<file path="config.mk">
export PLATFORM = sky130hd
export DESIGN_NAME = uart_rx_flat
export DESIGN_NICKNAME = d
export VERILOG_FILES = /design/src/rtl/uart_rx_if.sv /design/src/rtl/uart_rx.sv /design/src/flat_wrapper.sv
export SDC_FILE = /design/constraint.sdc
export NUM_CORES = 1
export LEC_CHECK = 0
export ABC_AREA = 1
export CAP_MARGIN = 20
export CELL_PAD_IN_SITES_DETAIL_PLACEMENT = 0
export CELL_PAD_IN_SITES_GLOBAL_PLACEMENT = 1
export CORE_ASPECT_RATIO = 1.4
export CORE_UTILIZATION = 41
export CTS_BUF_LIST = sky130_fd_sc_hd__clkbuf_16
export CTS_CLUSTER_DIAMETER = 80
export DETAILED_ROUTE_END_ITERATION = 8
export PLACE_DENSITY = 0.84
export SETUP_SLACK_MARGIN = 0.15
export SKIP_LAST_GASP = 1
export SLEW_MARGIN = 20
export SYNTH_ARGS = -nofsm -noshare
export SYNTH_HDL_FRONTEND = slang
export SYNTH_SLANG_ARGS = --single-unit
</file>
<file path="constraint.sdc">
create_clock -name clk -period 1.6 [get_ports clk]
set_input_delay 0.16 -clock clk [delete_from_list [all_inputs] [get_ports clk]]
set_output_delay 0.16 -clock clk [all_outputs]
set_load 0.05 [all_outputs]
</file>
<file path="src/rtl/uart_rx_if.sv">
// Bus bundle between the UART receiver and its consumer: serial input,
// byte handshake and status flags.
interface uart_rx_if;
    logic       rx;
    logic       rx_ready;
    logic [7:0] rx_data;
    logic       rx_valid;
    logic       rx_overrun;
    logic       rx_frame_err;
    logic       rx_busy;

    // Consumer side: drives the line and the accept strobe.
    modport master (
        output rx,
        output rx_ready,
        input  rx_data,
        input  rx_valid,
        input  rx_overrun,
        input  rx_frame_err,
        input  rx_busy
    );

    // Receiver side.
    modport slave (
        input  rx,
        input  rx_ready,
        output rx_data,
        output rx_valid,
        output rx_overrun,
        output rx_frame_err,
        output rx_busy
    );
endinterface

</file>
<file path="src/rtl/uart_rx.sv">
// 8N1 UART receiver, LSB first. The line is synchronised by two flops and
// sampled mid-bit using a counter derived from clk_rate / baud_rate.
// A received byte is held with a level valid flag until the consumer
// accepts it; an unconsumed byte that gets replaced raises an overrun flag.
module uart_rx #(
    parameter int clk_rate  = 100000000,
    parameter int baud_rate = 115200
) (
    input  logic     clk,
    input  logic     rst,
    uart_rx_if.slave bus
);

    localparam int CLK_DIV  = clk_rate / baud_rate;
    localparam int HALF_DIV = CLK_DIV / 2;
    localparam int CNT_W    = (CLK_DIV > 1) ? $clog2(CLK_DIV) : 1;

    localparam logic [CNT_W-1:0] CNT_ZERO  = CNT_W'(0);
    localparam logic [CNT_W-1:0] CNT_ONE   = CNT_W'(1);
    localparam logic [CNT_W-1:0] DIV_LAST  = CNT_W'(CLK_DIV - 1);
    localparam logic [CNT_W-1:0] HALF_LAST = CNT_W'(HALF_DIV - 1);

    typedef enum logic [2:0] {
        ST_IDLE      = 3'd0,
        ST_START     = 3'd1,
        ST_DATA      = 3'd2,
        ST_STOP      = 3'd3,
        ST_WAIT_HIGH = 3'd4
    } state_t;

    // Synchroniser
    logic             rx_meta_q;
    logic             rx_s_q;

    // Frame sequencing
    state_t           state_q, state_d;
    logic [CNT_W-1:0] cnt_q, cnt_d;
    logic [2:0]       idx_q, idx_d;
    logic [7:0]       shift_q, shift_d;
    logic             complete_s;

    // Consumer-facing registers
    logic [7:0]       data_q, data_d;
    logic             valid_q, valid_d;
    logic             ovr_q, ovr_d;
    logic             ferr_q, ferr_d;
    logic             handshake_s;

    // Two-flop synchroniser; resets to the idle (high) line level.
    always_ff @(posedge clk) begin
        if (!rst) begin
            rx_meta_q <= 1'b1;
            rx_s_q    <= 1'b1;
        end else begin
            rx_meta_q <= bus.rx;
            rx_s_q    <= rx_meta_q;
        end
    end

    // Frame FSM next state: start qualification, data shifting, stop check.
    always_comb begin
        state_d    = state_q;
        cnt_d      = cnt_q;
        idx_d      = idx_q;
        shift_d    = shift_q;
        ferr_d     = 1'b0;
        complete_s = 1'b0;
        case (state_q)
            ST_IDLE: begin
                cnt_d = CNT_ZERO;
                idx_d = 3'd0;
                if (!rx_s_q) begin
                    state_d = ST_START;
                end else begin
                    state_d = ST_IDLE;
                end
            end
            ST_START: begin
                if (cnt_q == HALF_LAST) begin
                    cnt_d = CNT_ZERO;
                    // Still low at mid start bit: a real frame. High: a glitch.
                    if (!rx_s_q) begin
                        state_d = ST_DATA;
                    end else begin
                        state_d = ST_IDLE;
                    end
                end else begin
                    cnt_d = cnt_q + CNT_ONE;
                end
            end
            ST_DATA: begin
                if (cnt_q == DIV_LAST) begin
                    cnt_d          = CNT_ZERO;
                    shift_d[idx_q] = rx_s_q;
                    if (idx_q == 3'd7) begin
                        idx_d   = 3'd0;
                        state_d = ST_STOP;
                    end else begin
                        idx_d   = idx_q + 3'd1;
                    end
                end else begin
                    cnt_d = cnt_q + CNT_ONE;
                end
            end
            ST_STOP: begin
                if (cnt_q == DIV_LAST) begin
                    cnt_d = CNT_ZERO;
                    if (rx_s_q) begin
                        complete_s = 1'b1;
                        state_d    = ST_IDLE;
                    end else begin
                        // Bad stop bit: flag it and wait out any break.
                        ferr_d  = 1'b1;
                        state_d = ST_WAIT_HIGH;
                    end
                end else begin
                    cnt_d = cnt_q + CNT_ONE;
                end
            end
            ST_WAIT_HIGH: begin
                cnt_d = CNT_ZERO;
                idx_d = 3'd0;
                if (rx_s_q) begin
                    state_d = ST_IDLE;
                end else begin
                    state_d = ST_WAIT_HIGH;
                end
            end
            default: begin
                state_d = ST_IDLE;
                cnt_d   = CNT_ZERO;
                idx_d   = 3'd0;
            end
        endcase
    end

    // Output register next state: byte load, overrun tracking, handshake.
    always_comb begin
        handshake_s = valid_q && bus.rx_ready;
        data_d      = data_q;
        valid_d     = valid_q;
        ovr_d       = ovr_q;
        if (complete_s) begin
            data_d  = shift_q;
            valid_d = 1'b1;
            // Overrun only if the pending byte was not taken this same cycle;
            // a simultaneous accept also retires any earlier overrun.
            if (valid_q && !bus.rx_ready) begin
                ovr_d = 1'b1;
            end else begin
                ovr_d = 1'b0;
            end
        end else if (handshake_s) begin
            valid_d = 1'b0;
            ovr_d   = 1'b0;
        end else begin
            valid_d = valid_q;
            ovr_d   = ovr_q;
        end
    end

    // State and datapath registers with synchronous active-low reset.
    always_ff @(posedge clk) begin
        if (!rst) begin
            state_q <= ST_IDLE;
            cnt_q   <= CNT_ZERO;
            idx_q   <= 3'd0;
            shift_q <= 8'h00;
            data_q  <= 8'h00;
            valid_q <= 1'b0;
            ovr_q   <= 1'b0;
            ferr_q  <= 1'b0;
        end else begin
            state_q <= state_d;
            cnt_q   <= cnt_d;
            idx_q   <= idx_d;
            shift_q <= shift_d;
            data_q  <= data_d;
            valid_q <= valid_d;
            ovr_q   <= ovr_d;
            ferr_q  <= ferr_d;
        end
    end

    assign bus.rx_data      = data_q;
    assign bus.rx_valid     = valid_q;
    assign bus.rx_overrun   = ovr_q;
    assign bus.rx_frame_err = ferr_q;
    assign bus.rx_busy      = (state_q != ST_IDLE);

endmodule
</file>
<file path="src/flat_wrapper.sv">
// flat-port wrapper written by rule: the top's interface ports become plain ports
module uart_rx_flat 
#(
    parameter int clk_rate  = 100000000,
    parameter int baud_rate = 115200
)
  (clk, rst, bus_rx, bus_rx_ready, bus_rx_data, bus_rx_valid, bus_rx_overrun, bus_rx_frame_err, bus_rx_busy);
  uart_rx_if bus_i ();
  input  logic clk;
  input  logic rst;
  input wire logic [$bits(bus_i.rx)-1:0] bus_rx;
  input wire logic [$bits(bus_i.rx_ready)-1:0] bus_rx_ready;
  output wire logic [$bits(bus_i.rx_data)-1:0] bus_rx_data;
  output wire logic [$bits(bus_i.rx_valid)-1:0] bus_rx_valid;
  output wire logic [$bits(bus_i.rx_overrun)-1:0] bus_rx_overrun;
  output wire logic [$bits(bus_i.rx_frame_err)-1:0] bus_rx_frame_err;
  output wire logic [$bits(bus_i.rx_busy)-1:0] bus_rx_busy;
  assign bus_i.rx = bus_rx;
  assign bus_i.rx_ready = bus_rx_ready;
  assign bus_rx_data = bus_i.rx_data;
  assign bus_rx_valid = bus_i.rx_valid;
  assign bus_rx_overrun = bus_i.rx_overrun;
  assign bus_rx_frame_err = bus_i.rx_frame_err;
  assign bus_rx_busy = bus_i.rx_busy;
  uart_rx #(.clk_rate(clk_rate), .baud_rate(baud_rate)) u_core (.clk(clk), .rst(rst), .bus(bus_i));
endmodule
</file>
---- Word level (Yosys, flattened, before mapping) ----
Cells that the tools add are included.
storage, ports and cells
  input port bits ......................... 4
  latch bits .............................. 0
  bits in read-only memories .............. 0
  RAM bits ................................ 0
  register bits ........................... 37
  memories ................................ 0
  word-level logic and storage cells ...... 64
  output and inout bits ................... 12
cells by class
  order comparisons ....................... 2
  shifts and indexed selects .............. 0
  multiply operators ...................... 0
  add/sub/neg operators ................... 2
  div/mod/pow operators ................... 0
  bitwise logic cells ..................... 1
  mux-type cells .......................... 25
  equality and inequality tests ........... 11
  reduce and logical (&&, ||, !) cells .... 13
operators by type and width
  cell                     count
  $mux W3                  7
  $mux W10                 2
  $pmux W10 S2             1
  $pmux W3 S5              1
  $add A10 B1 Y10 const B  1
  $eq A10 B10 Y1 const B   1
  $eq A10 B9 Y1 const B    1
  $mux W1                  10
  $bwmux W8                1
  $ne A2 B1 Y1 const B     4
  $eq A3 B2 Y1 const B     2
  $eq A3 B3 Y1 const B     2
  $pmux W3 S2              1
  $lt A3 B4 Y1 const B     1
  $reduce_and A2 Y1        2
  $reduce_and A4 Y1        1
  $reduce_or A2 Y1         2
  $add A3 B1 Y3 const B    1
  $demux W1 S3             1
  $eq A3 B1 Y1 const B     1
  $ge A3 B1 Y1 const B     1
  $logic_and A1 B1 Y1      3
  $logic_not A3 Y1         1
  $reduce_and A3 Y1        1
  other kinds (5)          5

---- Longest topological paths before layout ----
Gate-level depths: netlist of the first run.
  word-level depth ........................ 5
  gate-level depth with buffers ........... 10
  depth with buffers taken out ............ 10

---- Worst setup path before layout of the first run ----
No wires, ideal clock.
  kind .................................... register -> register
  from .................................... register u_core.cnt_q[0]
  to ...................................... register u_core.shift_q[0]
  setup slack ............................. 196 ps
  arrival time ............................ 1271 ps
  stages on the path, launching flop included .. 10
  clock period less this slack ............ 1404 ps
  data required time ...................... 1468 ps
  path through ............................ dfxtp_1 > ha_1 > nand2_1 > nor2_4 > nand2_4 > nor2_8 > buf_8 > nand2_1 > nand2_1 > a21oi_1
on the way
  cells in the longest elaborated chain, start to end .. 2
RTL lines
  what                         line            text
  start, declared              uart_rx.sv:37   logic [CNT_W-1:0] cnt_q, cnt_d;
  start signal, assigned       uart_rx.sv:175  cnt_q <= cnt_d;
  $eq A10 B10 Y1               uart_rx.sv:92   if (cnt_q == DIV_LAST) begin
  $reduce_and A2 Y1 (no line)  n/a
  end signal, assigned         uart_rx.sv:177  shift_q <= shift_d;
  end, declared                uart_rx.sv:39   logic [7:0] shift_q, shift_d;
Every way passes these cells.
A chain may end at the register's enable or synchronous reset.

---- Worst setup path after layout of the first run ----
  from .................................... register u_core.cnt_q[2]
  to ...................................... register u_core.data_q[6] (netlist: u_core.bus.rx_data[6])
on the way
  cells in the longest elaborated chain, start to end .. 3
RTL lines
  what                  line            text
  $eq A10 B10 Y1        uart_rx.sv:106  if (cnt_q == DIV_LAST) begin
  $mux W1               uart_rx.sv:106
  $mux W1               uart_rx.sv:68   case (state_q)
  end signal, assigned  uart_rx.sv:178  data_q <= data_d;
  end, declared         uart_rx.sv:43   logic [7:0] data_q, data_d;
Every way passes these cells.

==> results of run 1 <==
[layer usage]
metal,up-vias,global-route usage,part of all wire
met4,0,0.0878,0.023
li1,789,-,-
met2,18,0.321,0.53
met5,-,0,0
met1,673,0.200,0.43
met3,9,0.0395,0.022
[power breakdown]
part	internal [µW]	leakage [µW]	switching [µW]
clock	565	0.0000748	363
sequential	980	0.000300	63.8
combinational	324	0.000562	520
total	1870	0.000937	947
[placed cells by master, fill, tap and decap left out, drive strengths merged]
cell / n
buf: 27
dfxtp: 37
nor3: 5
inv: 20
nand3: 14
o211ai: 3
a21boi: 1
clkbuf: 5
o21ai: 13
xnor2: 2
nor2: 59
nand2: 43
a21oi: 11
xor2: 5
or2: 2
nand4: 3
clkdlybuf4s50: 3
clkinv: 2
nor4: 1
ha: 4
[worst max-delay path by stage]
stage                     cells after the start  slack (ns)               endpoint
after global routing                          9        0.11        u_core.cnt_q[5]
final                                         8        0.20  u_core.bus.rx_data[6]
after floorplan                               9        0.20      u_core.shift_q[0]
after CTS                                     8        0.16  u_core.bus.rx_data[6]
after detailed placement                      8        0.09        u_core.cnt_q[9]
after global placement                        9        0.13        u_core.cnt_q[1]
[kinds of logic after synthesis]
logic type	count (synthesis)	share of synthesized area
compound gates	27	0.0872
xor+xnor	7	0.0362
fa+ha+maj	4	0.0296
buf+inv	23	0.0599
flops	37	0.438
simple gates	127	0.350
[through the flow]
| stage | instance area [µm²] | instances | hold WS, ns | total power [µW] | utilization |
|---|---|---|---|---|---|
| 5_1_grt | 2220 | 303 | 0.437 | 2970 | 0.561 |
| 6_report | 2220 | 303 | 0.412 | 2820 | 0.561 |
| 3_3_place_gp | 1910 | 287 | 0.397 | 1690 | 0.483 |
| 2_1_floorplan | 1690 | 225 | 0.267 | 1480 | - |
| 4_1_cts | 2120 | 300 | 0.417 | 2710 | 0.536 |
| 3_5_place_dp | 1910 | 287 | 0.408 | 1690 | 0.483 |
[flip-flops by register name, indices dropped and copies added, names as in the netlist]
signal,count
u_core.rx_s_q,1
u_core.cnt_q,10
u_core.bus.rx_valid,1
u_core.shift_q,8
u_core.idx_q,3
u_core.bus.rx_frame_err,1
u_core.bus.rx_data,8
u_core.state_q,3
u_core.rx_meta_q,1
u_core.bus.rx_overrun,1
[worst register-to-register path, delay by kind of cell (launching register included)]
family                 cells  cell delay (ns)
buffers and inverters      2             0.22
DFF                        1             0.35
and+or+nand+nor            5             0.70
AOI/OAI and AO/OA          1             0.06
[cell type report]
type	count	area [µm²]
clock inverters	3	13.8
multi-input cells	166	956
fillers	357	1740
flip-flops and latches	37	743
inverters	19	71.3
repair buffers	30	253
clock buffers	5	125
well taps	43	53.8
[timing repair]
item | CTS | global route
endpoints found under the setup margin | 18 | 25
pin swaps | 3 | 9
gates resized for setup | 6 | 19
cloned | 1 | 0
buffers inserted | 4 | 3
==> reports/qor.txt, run 1 <==
Final ANT Viol Nets = 0
Peak VDD IR = 0.00132 V
final slew viol count = 0
r2r startpoint = u_core.cnt_q[2]
Wirelength per Cell = 12.6 µm
via count = 1489
Clock Pin Slew Worst Setup and Hold Paths = 0.06 ns
# hold bufs at CTS = 0
largest net degree at the start of global routing = 18
Worst-Skew Late Latency = 0.28 ns
crit-path max FO = 7
outcome = completed
kind of start point of the critical path = flip-flop
H-tree levels = 2
Yosys top cell area share = 0.438
Clock Root Buffer = clkbuf_16
first-pass GRT wire length = 6040 µm
number of global-route vias before repair = 1375
endpoints failing setup = 0
CTS tree = yes
Mapped Cells = 225
CTS Sinks = 37
post-synth cell types = 30
Final Net Count = 267
Critical Path Slowest Stage Cell = dfxtp_1
CP Cell Sequence = nor2_2 -> inv_2 -> nor2_4 -> nand2_4 -> nor3_4 -> buf_6 -> o21ai_1 -> nor2_1
pre-CTS setup slack = 0.0902 ns
first-pass iteration count of the detailed router = 4
Worst Path Required = 1.82 ns
DRT Wirelength = 3810 µm
Worst Tran Pin Value = 0.498 ns
Synth area leaders = dfxtp_1 44%, nor2_1 12%, nand2_1 8.9%, nand3_1 3.8%, inv_1 3.5%
Post-Syn Area per Cell = 7.52 µm²
RR Endpoint = u_core.bus.rx_data[6]
Initial Util = 0.428
core area = 3950 µm²
diode count = 0
Syn. warnings = 0
Die X = 56.3 µm
Core Rows = 27
GRT Util Overall = 0.180
min-delay worst type = reg2reg
RSZ-0062 raised after global routing = yes
Mapped Area = 1690 µm²
clk buf depth = 2
fraction of layout cells with a size suffix above 1 = 0.262
CTS Buf Count = 5
Mapped Nets = 233
HPWL Detailed = 2570 µm
post-layout min period = 1.40 ns
Seq/Total Area, Yosys = 0.438
routability congestion estimate = 0.778
Tcrit/Tclk final = 0.872
Max Clk Rate = 0.717 GHz
r2r worst-path depth = 8
I/O pin total = 16
Max-Cap Viols = 0
Pleak = 0.000937 µW
FF-to-FF setup slack = 0.20 ns
final worst slack = 0.205 ns
worst rel slew slack = 0.667
via density per instance = 4.91
Layout area overhead = 30.9%
die height = 78.0 µm
grt ovf = 0
Die Area = 4390 µm²
DRT iter0 DRCs = 47
Post-synth EDFFs = 0
Final Hold Viols = 0
crit-path max cell delay = 0.35 ns
async set or reset register ratio after synthesis = 0
PwrDens = 1270 nW/µm²
Worst Hold End = u_core.rx_s_q
WS Path Type = reg2reg
crit path buf inv count = 2
Post-synth top flop = dfxtp_1
Post-synth top cells = 54 x nor2_1, 40 x nand2_1, 37 x dfxtp_1
Fin Clk Skew = 0.00485 ns
count leader, synth = nor2_1
setup TNS = 0 ns
worst hold start = u_core.rx_meta_q
critical path endpoint category = flip-flop
Arr. time, crit path = 1.61 ns
Critical Path Source = u_core.cnt_q[2]
initial antenna violation count = 0
leading area contributor after synthesis = dfxtp_1
top cell family by delay on the critical path = simple AND/OR/NAND/NOR gates
Hold Path Stages = 1
Remaining DRCs = 0
PortBufs = 15
post-synthesis register bit count = 37
Note: power is estimated with default switching activity, not from simulation.
==> run 2, diff against run 1 <==
--- a/config.mk
+++ b/config.mk
@@ -14,6 +14,7 @@
 export CTS_BUF_LIST = sky130_fd_sc_hd__clkbuf_16
 export CTS_CLUSTER_DIAMETER = 80
 export DETAILED_ROUTE_END_ITERATION = 8
+export HOLD_SLACK_MARGIN = 0.02
 export PLACE_DENSITY = 0.84
 export SETUP_SLACK_MARGIN = 0.15
 export SKIP_LAST_GASP = 1
==> results of run 2 <==
No change in the layout: final DEF, timing and power equal those of run 1.
